$ cat src/rtl/display_scan_controller.sv
`default_nettype none
// ============================================================================
// Module      : display_scan_controller
// Description : Converts a 14-bit unsigned value to four BCD digits with a
//               sequential double-dabble engine (one bit per cycle, MSB
//               first), then strobes each digit into its seven-segment
//               decoder with a one-hot write pulse, units first.
//               Optional feature macro: DISPLAY_SATURATE_EN
//                 defined   -> values above 9999 are shown as 9999
//                 undefined -> values above 9999 are shown modulo 10000
//               In both builds overflow flags values above 9999.
// Revision    : 1.0 - initial release
// ============================================================================
module display_scan_controller (
   input  logic        clk,
   input  logic        reset,
   input  logic        start,
   input  logic [13:0] value,
   output logic        busy,
   output logic        done,
   output logic        overflow,
   output logic [15:0] digitOut,
   output logic [3:0]  displayWrite
);

   typedef enum logic [1:0] {
      IDLE    = 2'd0,
      CONVERT = 2'd1,
      WRITE   = 2'd2
   } state_t;

   localparam logic [13:0] c_max_value = 14'd9999;
   // Step counter value on the fourteenth (final) conversion edge
   localparam logic [3:0]  c_last_step = 4'd13;

   state_t      r_state;
   logic [13:0] r_bin;       // binary operand, shifted out MSB first
   logic [19:0] r_acc;       // five-digit BCD accumulator
   logic [3:0]  r_cnt;       // conversion steps already performed
   logic        r_ovf_cap;   // overflow of the captured value

   logic        w_value_ovf;
   logic [13:0] w_value_cap;
   logic [19:0] w_acc_adj;
   logic [19:0] w_acc_next;

   assign w_value_ovf = (value > c_max_value);

`ifdef DISPLAY_SATURATE_EN
   // Clamp oversized values so the display shows 9999
   assign w_value_cap = w_value_ovf ? c_max_value : value;
`else
   // Full value is converted; the ten-thousands digit is simply not shown
   assign w_value_cap = value;
`endif

   // Add-3 correction on every BCD digit that is 5 or more before shifting
   genvar i;
   generate
      for (i = 0; i < 5; i++) begin : g_digit
         assign w_acc_adj[4*i +: 4] = (r_acc[4*i +: 4] >= 4'd5) ?
                                      (r_acc[4*i +: 4] + 4'd3) : r_acc[4*i +: 4];
      end
   endgenerate

   // Shift the corrected accumulator left, pulling in the next binary MSB
   assign w_acc_next = (w_acc_adj << 1) | {19'd0, r_bin[13]};

   // Control FSM: capture, 14 conversion steps, four digit strobes, done pulse
   always_ff @(posedge clk or negedge reset) begin
      if (!reset) begin
         r_state      <= IDLE;
         r_bin        <= '0;
         r_acc        <= '0;
         r_cnt        <= '0;
         r_ovf_cap    <= 1'b0;
         busy         <= 1'b0;
         done         <= 1'b0;
         overflow     <= 1'b0;
         digitOut     <= '0;
         displayWrite <= '0;
      end else begin
         done <= 1'b0;
         case (r_state)
            IDLE: begin
               if (start) begin
                  r_bin     <= w_value_cap;
                  r_ovf_cap <= w_value_ovf;
                  r_acc     <= '0;
                  r_cnt     <= '0;
                  busy      <= 1'b1;
                  r_state   <= CONVERT;
               end
            end
            CONVERT: begin
               r_acc <= w_acc_next;
               r_bin <= r_bin << 1;
               r_cnt <= r_cnt + 4'd1;
               // Overflow is published on the first conversion edge
               if (r_cnt == 4'd0) begin
                  overflow <= r_ovf_cap;
               end
               if (r_cnt == c_last_step) begin
                  digitOut     <= w_acc_next[15:0];
                  displayWrite <= 4'b0001;
                  r_state      <= WRITE;
               end
            end
            WRITE: begin
               if (displayWrite[3]) begin
                  displayWrite <= 4'b0000;
                  done         <= 1'b1;
                  busy         <= 1'b0;
                  r_state      <= IDLE;
               end else begin
                  displayWrite <= displayWrite << 1;
               end
            end
            default: begin
               r_state <= IDLE;
            end
         endcase
      end
   end

endmodule
`default_nettype wire

$ cat config.mk
export PLATFORM = sky130hd
export DESIGN_NAME = display_scan_controller
export DESIGN_NICKNAME = d
export VERILOG_FILES = /design/src/rtl/display_scan_controller.sv
export SDC_FILE = /design/constraint.sdc
export NUM_CORES = 1
export LEC_CHECK = 0
export BUFFER_PORTS_ARGS = -buffer_cell sky130_fd_sc_hd__buf_2
export CAP_MARGIN = 5
export CORE_UTILIZATION = 61
export DETAILED_ROUTE_END_ITERATION = 16
export PLACE_DENSITY = 0.86
export RECOVER_POWER = 25
export SLEW_MARGIN = 10
export SYNTH_ARGS = -nofsm -noshare
export SYNTH_HDL_FRONTEND = slang
export SYNTH_SLANG_ARGS = --single-unit
$ cat constraint.sdc
create_clock -name clk -period 4.2 [get_ports clk]
set_input_delay 0.84 -clock clk [delete_from_list [all_inputs] [get_ports clk]]
set_output_delay 0.84 -clock clk [all_outputs]
set_load 0.03 [all_outputs]
# Word level (Yosys, flattened, before mapping)
# Index checks and enable logic that the tools add are counted.
# word_totals
elab_cells,64
out_inout_bits,23
ff_bits,64
inputBits,17
# op_classes
reduce_logical,12
add_sub_neg,6
n_eq_ne,6
n_bitwise,1
order_cmp,6
mux,23
# ops
op,count
20-bit one-hot mux with 2 select lines,1
4-bit 2-to-1 mux,7
14-bit one-hot mux with 2 select lines,1
4-bit by 3-bit >= comparator with 1-bit output (second input constant),5
20-bit 2-to-1 mux,1
20-bit by 1-bit bitwise OR with 20-bit output,1
4-bit by 2-bit adder with 4-bit output (second input constant),4
4-bit one-hot mux with 2 select lines,2
14-bit > comparator (second input constant),1
14-bit 2-to-1 mux,1
2-bit AND reduction,5
2-bit 2-to-1 mux,3
2-bit != test (second input constant),3
2-bit one-hot mux with 3 select lines,1
3-bit AND reduction,2
2-bit nonzero test,3
4-bit by 1-bit adder with 4-bit output (second input constant),1
4-bit equality test (second input constant),1
4-bit zero test,1
1-bit 2-to-1 mux,4
3-bit by 2-bit adder with 3-bit output (second input constant),1
3-bit 2-to-1 mux,1
2-bit by 1-bit equality test with 1-bit output (second input constant),1
2-bit equality test (second input constant),1
other kinds (2),2

# Depth between registers and ports, before layout
# Gate-level depths: netlist of the first run.
# depth
ltp_word,4
depth_mapped,7
depth_no_buf,6

# Worst setup path before layout of the first run
# OpenSTA, ideal clock, no wires.
# synth_timing
path_type,input port to flip-flop
startpoint,input port start
endpoint,register r_bin[10]
t_required_ns,4.077
setup_time_ns,0.123
path_buffers,2
arrival_time_ns,1.547
path_slack_ns,2.530
stages,5
path_cell_list,nor3b_2 > buf_4 > buf_6 > mux2i_1 > o21ai_1
# synth_between
elab_chain_cells,2
# synth_lines
item,line,source
start: declaration,17,"input logic start,"
2-bit != test (no source line),-,
2-bit AND reduction (no source line),-,
end signal: assignment,87,r_bin <= w_value_cap;
end signal: assignment,97,r_bin <= r_bin << 1;
end: declaration,37,logic [13:0] r_bin;
# Every way passes these cells.
# A chain may end at the register's enable or synchronous reset.

# Final worst setup path of the first run
# layout_timing
startpoint,register displayWrite[3]
endpoint,output port displayWrite[3]
# layout_rtl
item,line,source
start: declaration,23,output logic [3:0] displayWrite
start signal: assignment,116,displayWrite <= displayWrite << 1;
# No word-level cell between the ends.

==> impl_summary.md, run 1 <==
Run status
The flow ran to the end, and the final reports show no timing, DRC or antenna violations.

Power and ir drop
The leakage component of the power is 0.00158 uW. The share of total power dissipated in sequential elements is 0.379. The overall power is 2560 uW.

The share of total power dissipated in the clock network is 0.213. The maximum vdd drop is 0.000332 V. The internal portion of total power is 1520 uW. In this run the power density over the cells is 784 mW/mm^2. The combinational share of power is 0.409. Of the total power, the share spent switching nets is 0.405.

In this run the power spent charging and discharging nets is 1040 uW.

Clock tree
In this run the deepest clock path goes through 2 buffers. The root buffer cell is sky130_fd_sc_hd__clkbuf_8. The TritonCTS clock tree is built. The post-CTS setup repair buffer count is 0. At the later pin of the worst-skew pair, clock insertion delay measures 0.34 ns.

The post-cts gate resize count is 0. The number of buffers inserted by hold repair at cts is 0. The clock sink count is 60. After clock tree synthesis, the clock-pin slew on the worst setup and hold paths is 0.06 ns. The H-tree was split into 3 levels. Clock tree synthesis inserted a total of 9 buffers.

Logic synthesis
After synthesis the netlist holds a flip-flop and latch count of 60. The most repeated cell in the gate-level netlist after synthesis is sky130_fd_sc_hd__dfrtp_1. Of the synthesized area, sequential elements account for 0.529. The cell area after synthesis is 0.00284 sq mm. The share of synthesized area in the top cell type comes to 0.529. The Yosys step of the flow raised 0 warnings. The fraction of registers with async set/reset is 1.00. Sorting the synthesized cells by area gives the leading types as sky130_fd_sc_hd__dfrtp_1 (53%), sky130_fd_sc_hd__nand2_1 (5.7%), sky130_fd_sc_hd__mux2i_1 (5.3%). After synthesis, the mean cell area works out to 10.4 sq um. For this run, the leading register cell type out of synthesis is sky130_fd_sc_hd__dfrtp_1. Yosys mapped a number of flops with a built-in enable equal to 0. The number of standard cells after synthesis is 273.

Counting every net in the synthesized netlist gives 301. The distinct cell type count of the synthesized netlist is 34. The dominant cell type by area after synthesis is sky130_fd_sc_hd__dfrtp_1. Counting instances in the post-synthesis netlist gives the leading cell types as sky130_fd_sc_hd__dfrtp_1 (60), sky130_fd_sc_hd__nand2_1 (43), sky130_fd_sc_hd__o21ai_0 (27).

Route
After detailed routing, the number of remaining DRC violations is 0. The average vias per placed instance is 5.77. The overall via count from detail_route is 2140.

The aggregate routed wire length is 5580 microns. The routed length per instance is 15.0 microns. For this block, the initial DRC count from the detailed router was 209.

The detail route stage leaves a number of antenna-violating nets equal to 0. The first TritonRoute pass finished after 4 iterations.

STA
After layout, the minimum clock period comes to 1.86 ns. Adding up every negative setup slack in the final design gives 0 ns. Setup repair after global routing left no endpoint under its margin. The clock tree skew after final layout is 0.00308 ns.

The hold violation count in the final report is 0. Measured against its own limit, the worst slew margin works out to 0.0368. At the pin with the least slew margin, the transition time is 1.44 ns.

The upper clock frequency limit is 539 MHz. The number of pins exceeding their max-slew limit in the final report was 0. The share of the clock period used by the worst path after layout is 0.442. The final setup violation count is 0.

Place
The wire-length estimate of the detail-placed layout is 3720 microns. The quantity of I/O buffers inserted on ports is 39. At the end of routability-driven placement, the weighted congestion stood at 0.785.

Critical path
Along the worst path, the maximum fanout reaches 6. The depth of the worst register-to-register path is 4. The capturing point of the worst reg2reg path is displayWrite[3]. The critical path is of the register to output pin type. The worst setup path is captured at an output pin. The cell with the largest stage delay on the worst path is sky130_fd_sc_hd__dfrtp_1. In this design, the stage delay of the slowest critical-path cell is 0.45 ns. The required time of the critical path is 3.36 ns. The worst register-to-register path begins at r_state[1]. On the critical path the largest part of the delay comes from flip-flops. The number of buffers and inverters on the critical path is 1. The worst-case register-to-register setup slack is 2.38 ns. The kind of launch point of the worst setup path is a register. Traced cell by cell, the critical path runs through buf_2. The endpoint arrival time on the critical path is 1.02 ns.

Job
Across the run, the number of max-cap violations was 0.

Floorplan
The initial utilization of the core area, before any placement, comes to 0.643. The number of I/O pins is 40. The overall die height is 70.2 microns. The site row count is 24. The core area is 0.00441 sq mm. The die outline area is 0.00493 sq mm. The horizontal die dimension is 70.2 microns.

GRT
The largest net degree at the start of global routing is 61. The number of antenna violations at the first check in global routing came to 0. Across every metal layer, demand over resource in global routing totals 0.261. The first global-routing pass estimated 9810 microns of wire. The via count of the first global-routing pass was 2128. For this run the aggregate overflow at the end of global routing stands at 0.

Worst hold path
The worst hold path passes through 2 cells. The path with the worst hold slack has its endpoint at digitOut[9]. The start point of the worst hold path is digitOut[9]. In this run the worst hold path is classified as register to register.

Layout
At the end of the flow the core is filled with cells to 0.740. The area growth from synthesis to final layout is 14.9%. After the last flow step, the layout net total stands at 343. The number of inserted diodes is 0.

The share of layout cells above drive strength 1 is 0.223.
[power by group through the flow]
stage                     combinational (uW)  clock, uW  sequential, uW
final                                   1050        545             970
after global placement                   989          0             964
after detailed placement                1050          0             974
after CTS                               1050        549             969
after global routing                    1180        570            1000
after floorplan                          677          0            1080
[cell families (layout without fill, tap and decap cells)]
group	after synthesis	after routing	share of synthesized area
AO/OA/AOI/OAI	67	67	0.140
flip-flops	60	60	0.529
buffers and inverters	26	72	0.0423
XOR/XNOR	6	6	0.0185
adder cells (fa/ha/maj)	11	11	0.0485
AND/OR/NAND/NOR	81	81	0.141
multiplexers	22	22	0.0806
[area by class of cell]
type / count / area (sq um)
clock buffers: 9 / 124
clock inverters: 6 / 80.1
fillers: 324 / 1150
inverters: 14 / 52.6
multi-input cells: 187 / 1220
flip-flops and latches: 60 / 1500
well taps: 52 / 65.1
repair buffers: 43 / 223
[metrics by stage]
step | area [sq um] | hold WS, ns | instances | worst slack (ns)
3_5_place_dp | 3060 | 0.471 | 356 | 2.27
2_1_floorplan | 2840 | 0.449 | 273 | 2.53
4_1_cts | 3270 | 0.485 | 371 | 2.34
3_3_place_gp | 3060 | 0.462 | 356 | 2.39
5_1_grt | 3260 | 0.512 | 371 | 2.11
6_report | 3260 | 0.480 | 371 | 2.34
[layout by cell type (no fill, tap or decap), types with 2 or more instances in the layout]
cell and instances:
sky130_fd_sc_hd__and3b_1 2, sky130_fd_sc_hd__a21oi_1 10, sky130_fd_sc_hd__o21ai_1 12, sky130_fd_sc_hd__clkinv_2 4, sky130_fd_sc_hd__xnor2_1 4, sky130_fd_sc_hd__nand2_1 43, sky130_fd_sc_hd__mux2_2 7, sky130_fd_sc_hd__nand2b_1 6
sky130_fd_sc_hd__mux2i_1 15, sky130_fd_sc_hd__nor2_1 4, sky130_fd_sc_hd__a22o_1 8, sky130_fd_sc_hd__xor2_1 2, sky130_fd_sc_hd__nand3_1 9, sky130_fd_sc_hd__o21ai_0 27, sky130_fd_sc_hd__o32ai_1 2, sky130_fd_sc_hd__nor3_1 4
sky130_fd_sc_hd__buf_2 39, sky130_fd_sc_hd__dfrtp_1 60, sky130_fd_sc_hd__buf_4 3, sky130_fd_sc_hd__ha_1 11, sky130_fd_sc_hd__bufinv_16 2, sky130_fd_sc_hd__o31ai_1 2, sky130_fd_sc_hd__clkbuf_8 9, sky130_fd_sc_hd__a21oi_2 3
sky130_fd_sc_hd__nor3b_1 7, sky130_fd_sc_hd__inv_1 14
[state kept, by name (all words and copies together), names as in the netlist]
name / flops
digitOut: 16
r_acc: 16
r_bin: 14
displayWrite: 4
r_cnt: 4
r_state: 2
busy: 1
done: 1
overflow: 1
r_ovf_cap: 1
[worst max path at each step]
stage / startpoint / end / slack, ns / cells past startpoint
6_report: displayWrite[3] / displayWrite[3] / 2.34 / 1
2_1_floorplan: start / r_bin[10] / 2.53 / 5
3_5_place_dp: value[6] / r_ovf_cap / 2.27 / 5
5_1_grt: reset / r_bin[12] / 2.11 / 2
3_3_place_gp: start / r_bin[7] / 2.39 / 5
4_1_cts: displayWrite[3] / displayWrite[3] / 2.34 / 1
[metal layers]
layer,share of wire,vias to the layer above,global-route usage
li1,-,1028,-
met4,0.0088,0,0.100
met5,0,-,0
met2,0.50,62,0.412
met1,0.44,1046,0.341
met3,0.053,4,0.0750
(Power assumes the default switching activity.)
==> run 2, diff against run 1 <==
- ABC_AREA: default -> 1
- CORE_UTILIZATION: 61 -> 51
- PLACE_DENSITY: 0.86 -> 0.77
- clock period: 4.2 -> 1.65 ns (I/O delays scaled with it)
==> run 2 against run 1 <==
Count of clock-buffer cells in the layout increased by 2; synthesized area increased by 3.2%; power increased to 2.8 times the previous value; critical endpoint is now digitOut[11]; via count increased by 18%; design area increased by 5.3%.
==> impl_summary.md, run 2 <==
Logic synthesis
The number of enable-type register cells in the synthesized netlist is 0. The fraction of registers with async set/reset is 1.00. Of the synthesized area, sequential elements account for 0.512. By area the synthesized netlist is led by sky130_fd_sc_hd__dfrtp_1 (51%), sky130_fd_sc_hd__nand2_1 (18%), sky130_fd_sc_hd__nand3_1 (6.0%). The fraction of synthesized cell area taken by the top area cell type is 0.512. After synthesis, the most frequently instantiated cells are sky130_fd_sc_hd__nand2_1 (142), sky130_fd_sc_hd__dfrtp_1 (60), sky130_fd_sc_hd__inv_1 (37). The most repeated cell in the gate-level netlist after synthesis is sky130_fd_sc_hd__nand2_1. The number of synthesis warnings is 0.

The dominant cell type by area after synthesis is sky130_fd_sc_hd__dfrtp_1. For this run, the leading register cell type out of synthesis is sky130_fd_sc_hd__dfrtp_1. The net count after synthesis is 394. The number of standard cells after synthesis is 366. The synthesized flop and latch total is 60. In this run, distinct cell masters in the synthesized netlist total 20. The cell area after synthesis is 0.00293 sq mm. Averaged over all synthesized cells, the footprint is 8.01 sq um.

Critical path
The capturing point of the worst reg2reg path is digitOut[11]. The launch point of the worst path is r_cnt[1]. The cell family contributing the most delay on the critical path is simple AND/OR/NAND/NOR gates. At the worst endpoint, the arrival time is 1.71 ns.

The critical path endpoint category is a register. The required time of the critical path is 1.87 ns. The number of buffers and inverters on the critical path is 2. In this run the register-to-register setup slack is 0.16 ns. The cell with the largest stage delay on the worst path is sky130_fd_sc_hd__dfrtp_1. In this run the worst path has a maximum fanout of 21.

The kind of launch point of the worst setup path is a register. On the worst path, the slowest cell contributes a delay of 0.39 ns. In this run the critical register-to-register path is launched from r_cnt[1]. The depth of the worst register-to-register path is 7. The critical path crosses 7 cells after its start point.

The signal on the critical path passes through inv_1 -> ha_1 -> nand3_1 -> nor2_4 -> inv_2 -> nand2_1 -> o21ai_1. The worst setup path category is register to register.

GRT
Entering global routing, the biggest net connects 46 pins. The total congestion overflow after global routing is 0. The number of antenna violations at the first check in global routing is 0. The total track usage is 0.226. The via count of the first global-routing pass was 2401.

The first global-routing pass estimated 10500 microns of wire.

Clock tree
After clock tree synthesis, the clock-pin slew on the worst setup and hold paths is 0.07 ns. The number of clock buffers added by TritonCTS is 9. The root buffer cell is sky130_fd_sc_hd__clkbuf_8. The H-tree depth is 3.

For the worst-skew pair, the clock arrives at the later sink with an insertion delay of 0.34 ns. TritonCTS built the clock tree. In this run, post-CTS repair resized a total of 0 instances. The clock sink count is 60. The buffer depth of the longest clock path is 2.

Route
The routed layout has 2515 vias. The average vias per placed instance is 5.14. The number of detailed-route iterations in the first pass is 4.

After detailed routing, the number of remaining DRC violations is 0. The residual antenna-violating net count after detailed routing is 0. The routed length per instance is 12.4 microns.

The aggregate routed wire length is 6060 microns. The iteration-0 DRC count of the detailed router is 191.

Floorplan
The horizontal die dimension is 77.8 microns. The core area is 0.00551 sq mm. The number of I/O pins is 40. In this run the core area contains 27 standard-cell rows. The initial utilization of the core area, before any placement, comes to 0.532.

The overall die height is 77.8 microns. The die outline area is 0.00606 sq mm.

STA
Dividing the final minimum period by the clock period gives 0.905. The number of pins exceeding their max-slew limit in the final report came to 0. The clock tree skew after final layout is 0.00858 ns.

The tightest hold path in the finished design has a slack of 0.254 ns. The final setup violation count is 0. Setup repair after global routing left no endpoint under its margin. At the pin with the least slew margin, the transition time is 0.936 ns. Counting I/O delays and the setup requirement, the final critical path takes 1.49 ns. Static timing analysis puts the maximum clock frequency at 670 MHz. The summed negative setup slack over all endpoints is 0 ns. The hold violation count in the final report is 0. The worst max-slew margin expressed relative to the limit is 0.376.

Layout
Summing all multi-input logic gate instances after layout gives 0.00121 sq mm. The number of inserted diodes is 0. The largest registers in the layout are digitOut: 16 flops, r_acc: 16 flops, r_bin: 14 flops. The area growth from synthesis to layout is 17.2%. At the end of the flow, the number of nets in the layout was 440. In the layout the commonest cells are sky130_fd_sc_hd__nand2_1 (142), sky130_fd_sc_hd__dfrtp_1 (60), sky130_fd_sc_hd__buf_2 (38). Of the cells placed in the final design, the portion with a size suffix greater than 1 is 0.156.

The most frequent standard cell in the layout excluding fill and tap cells is sky130_fd_sc_hd__nand2_1. The layout has 470 filler cells. The sequential cells in the finished layout cover a total of 0.00150 sq mm.

Power and ir drop
The leakage component of the power is 0.00186 uW. Across the VDD grid, the largest voltage drop is 0.000968 V. The power density over the cells is 2100 mW/mm^2.

Worst hold path
The start point of the worst hold path is value[0]. The number of instances on the worst hold path is 3. The path with the worst hold slack has its endpoint at r_bin[0]. The class of the tightest hold or removal check is primary input to register.

Job
The tool flagged a number of max-cap violations equal to 0.

Place
Port buffering added 39 buffers. At the end of routability-driven placement, the weighted congestion stood at 0.840. Detailed placement ended at an HPWL of 4290 microns.

Run status
The run finished with clean final reports.
## run 2: cell types whose count changed in the layout (fill, tap and decap cells not counted), sizes merged, moves of 5 or more
cell,change
a21oi,-12
nor3b,-8
nand2b,-7
nand4,+9
inv,+25
mux2i,-15
o22ai,+5
mux2,-7
nand2,+102
nand3,+26
a22o,-8
nor2,+7
## run 2: power by group
part | switching [uW] | internal, uW
clock | 587 | 884
sequential | 390 | 2100
combinational | 2180 | 1070
total | 3160 | 4050
## run 2: cells by family (layout without fill, tap and decap cells)
group / after synthesis / after routing / synth area share
XOR/XNOR: 1 / 1 / 0.00299
AND/OR/NAND/NOR: 202 / 202 / 0.289
adder cells (fa/ha/maj): 11 / 11 / 0.0469
buffers and inverters: 50 / 101 / 0.0755
AO/OA/AOI/OAI: 42 / 42 / 0.0738
flip-flops: 60 / 60 / 0.512
## run 2: layout make-up
type                       count  area share
sequential                    60       0.437
multi-input combinational    256       0.352
timing repair buffer          46      0.0797
inverter                      39      0.0426
clock buffer                  11      0.0411
tap                           72      0.0262
clock inverter                 5      0.0218
## run 2: metal layers
layer | wire (microns) | vias to the layer above | global-route usage
li1 | - | 1262 | -
met1 | 2810 | 1193 | 0.281
met2 | 2920 | 50 | 0.374
met3 | 207 | 10 | 0.0424
met4 | 119 | 0 | 0.117
met5 | 0 | - | 0
## run 2: worst max-delay path by stage
stage	end	slack, ns
floorplan	digitOut[8]	0.35
global placement	digitOut[11]	0.21
detailed placement	digitOut[11]	0.14
CTS	digitOut[11]	0.13
global route	digitOut[11]	0.01
finish	digitOut[11]	0.16
## run 2: what timing repair did
action                    in CTS  in global routing
hold endpoints to repair      15                  0
hold buffers                   1                  0
setup buffers                  0                  0
## run 2: tightest hold or removal path: cells and delay by family
kind                   cells  cell delay [ns]
AOI/OAI and AO/OA          1             0.07
buffers and inverters      1             0.08
and+or+nand+nor            1             0.07
## run 2: stage by stage
| stage | total power, uW | setup WS [ns] | area, sq um | utilization | instances |
|---|---|---|---|---|---|
| after floorplan | 4920 | 0.349 | 2930 | - | 366 |
| after global placement | 5610 | 0.206 | 3210 | 0.583 | 472 |
| after detailed placement | 5770 | 0.140 | 3210 | 0.583 | 472 |
| after CTS | 7250 | 0.133 | 3440 | 0.624 | 489 |
| after global routing | 7810 | 0.0141 | 3440 | 0.624 | 489 |
| final | 7210 | 0.157 | 3440 | 0.624 | 489 |
==> run 3, diff against run 2 <==
- clock period: 1.65 -> 1.22 ns (I/O delays scaled with it)
==> run 3 against run 2 <==
The flow now finishes with violations (negative setup slack); final cell count up 7.2%; worst setup slack got worse by 0.22 ns; via count grew 9.7%; sequential share of layout area is 6.7 points lower; critical path depth unchanged; wire length increased by 21%; sequential power grew 40%; maximum frequency rose by 17%; non-clock buffer count up 35; largest power group unchanged.
==> impl_summary.md, run 3 (same netlist as run 2, synthesis figures left out) <==
Run status
The run finished, with violations left. The checks that failed: negative setup slack.

Power and ir drop
The design draws 12200 uW. The leakage component of the power is 0.00212 uW. The power density over the cells is 2990 mW/mm^2. The maximum vdd drop is 0.00135 V.

Route
The final route contains 2758 vias. The average vias per placed instance is 5.26. The number of detailed-route iterations in the first pass is 4. The iteration-0 DRC count of the detailed router is 168. The detailed-route DRC error count is 0. The residual antenna-violating net count after detailed routing is 0. After detailed routing, the total wire length is 7340 microns. The routed length per instance is 14.0 microns.

Critical path
The endpoint arrival time on the critical path is 1.54 ns. The critical path goes through inv_2 -> ha_4 -> inv_2 -> nand2_1 -> o21ai_0 -> nand2_1 -> o21ai_1. The cell with the largest stage delay on the worst path is sky130_fd_sc_hd__dfrtp_1. Data on the critical path is required at its endpoint by 1.48 ns. The maximum fanout along the worst path is 3. The critical path endpoint category is a register. The kind of launch point of the worst setup path is a register. The worst setup path category is register to register. The biggest cell delay along the critical path is 0.42 ns.

Clock tree
The H-tree depth is 3. In this run the deepest clock path goes through 2 buffers. CTS saw 60 sinks. The cell sitting at the root of the clock tree is a sky130_fd_sc_hd__clkbuf_8. The clock slew at the register clock pins of the worst setup and hold paths is 0.07 ns. For the worst-skew pair, the clock arrives at the later sink with an insertion delay of 0.34 ns.

The TritonCTS clock tree is built. The number of clock buffers added by TritonCTS is 9.

GRT
The first-pass GRT wire length is 11100 microns. The total overflow left after global routing is 0. The largest net degree at the start of global routing is 61. The number of antenna violations at the first check in global routing came to 0. The total track usage is 0.237. The via count of the first global-routing pass is 2603.

Layout
After filler insertion, the fill cell instance count of the layout stands at 375. Summing all flip-flop and latch instances after layout gives 0.00150 sq mm. Relative to the synthesized area, the layout overhead comes to 38.8%. The final non-filler cell area is 0.00407 sq mm. In the final layout, the multi-input gates occupy 0.00148 sq mm.

The most frequent standard cell in the layout excluding fill and tap cells is sky130_fd_sc_hd__nand2_1. The number of nets in the layout is 475. The number of inserted diodes is 0.

The largest registers in the layout are digitOut: 16 flops, r_acc: 16 flops, r_bin: 14 flops. In the final layout, the share of cells above drive strength 1 is 0.347. Leaving out fill and tap cells, the most frequent cells in the layout are sky130_fd_sc_hd__nand2_1 (124), sky130_fd_sc_hd__dfrtp_1 (58), sky130_fd_sc_hd__buf_2 (38).

STA
Summed over all failing endpoints, the final setup total negative slack is -0.453 ns. The final critical-path required period is 1.28 ns. The slew at the pin with the worst max-slew slack is 0.529 ns. Setup violations remaining at the end of the flow were counted as 22. In the finished design, the share of the clock period the worst path needs comes to 1.05.

The worst hold slack across all endpoints is 0.166 ns. Timing would allow up to 781 MHz. The clock tree skew after final layout is 0.00804 ns. The hold violation count in the final report was 0. The worst max-slew margin expressed relative to the limit is 0.647. The number of pins exceeding their max-slew limit in the final report is 0.

The worst path setup slack after routing is -0.0599 ns. Setup repair after global routing could not meet its margin everywhere.

Job
The number of max-cap violations is 0.

Floorplan
The core area is 0.00551 sq mm. The number of I/O pins is 40. Measured along the x axis, the die boundary spans 77.8 microns. The die outline area is 0.00606 sq mm. The site row count is 27. The die is 77.8 microns tall. For this configuration, the core starts out at a cell density of 0.532.

Worst hold path
The class of the tightest hold or removal check is primary input to register.

Place
The placed wire-length estimate after detailed placement is 4310 microns. Summing all placed instances gives a cell area of 0.00340 sq mm. At the end of routability-driven placement, the weighted congestion stood at 0.871. The worst slack at placement is -0.0915 ns. The quantity of I/O buffers inserted on ports is 39.
==> run 3: cell types whose count changed in the layout (fill, tap and decap cells not counted), moves of 4 or more <==
cell	delta
sky130_fd_sc_hd__inv_1	-15
sky130_fd_sc_hd__inv_2	+12
sky130_fd_sc_hd__buf_4	+29
sky130_fd_sc_hd__ha_4	+8
sky130_fd_sc_hd__nand3_2	+4
sky130_fd_sc_hd__nand2_2	+12
sky130_fd_sc_hd__nand3_4	+5
sky130_fd_sc_hd__ha_1	-8
sky130_fd_sc_hd__nand3_1	-9
sky130_fd_sc_hd__buf_6	+4
sky130_fd_sc_hd__nand2_4	+6
sky130_fd_sc_hd__o21ai_0	-6
sky130_fd_sc_hd__o21ai_1	+5
sky130_fd_sc_hd__nand2_1	-18
==> run 3: worst paths after layout <==
kind	from	endpoint	slack [ns]	cells past startpoint
min in group asynchronous	reset	digitOut[11]	0.52	3
worst min-delay path	value[0]	r_bin[0]	0.17	3
max in group asynchronous	reset	r_cnt[0]	0.30	3
worst min register to register	digitOut[6]	digitOut[6]	0.47	2
worst max-delay path	r_acc[12]	r_acc[15]	-0.06	7
worst max register to register	r_acc[12]	r_acc[15]	-0.06	7
==> run 3: per-stage QoR <==
stage / util / std cells
2_1_floorplan: - / 366
3_3_place_gp: 0.618 / 494
3_5_place_dp: 0.618 / 494
4_1_cts: 0.680 / 515
5_1_grt: 0.739 / 524
6_report: 0.739 / 524
==> run 3: where the power goes <==
group / total, uW / internal (uW) / switching [uW]
logic: 6330 / 2530 / 3800
registers: 3490 / 2840 / 649
clock network: 2370 / 1560 / 806
total: 12200 / 6930 / 5260
==> run 3: timing repair <==
| action | in CTS | in global routing |
|---|---|---|
| cloned | 0 | 1 |
| setup buffers | 4 | 9 |
| pin swaps | 1 | 24 |
| resized for setup | 18 | 69 |
| hold buffers | 1 | 0 |
| hold endpoints to repair | 60 | 0 |
| setup endpoints to repair | 35 | 53 |
==> run 3: worst max-delay path: cells and delay by family, from the launching register on <==
kind | cells | cell delay (ns)
and+or+nand+nor | 2 | 0.14
AOI/OAI and AO/OA | 2 | 0.36
adders and majority gates | 1 | 0.16
buffers and inverters | 2 | 0.14
DFF | 1 | 0.42
==> run 3: cell type report <==
cell class,count,share of cell area
Multi-Input combinational cell,256,0.364
Sequential cell,60,0.370
Clock inverter,7,0.0341
Clock buffer,9,0.0304
Inverter,39,0.0378
Tap cell,72,0.0221
Timing Repair Buffer,81,0.142
==> run 3: routing by layer <==
metal | GRT usage | wire length [microns] | vias up
li1 | - | - | 1328
met1 | 0.277 | 3080 | 1323
met2 | 0.410 | 3800 | 90
met3 | 0.0400 | 309 | 17
met4 | 0.134 | 145 | 0
met5 | 0 | 0 | -
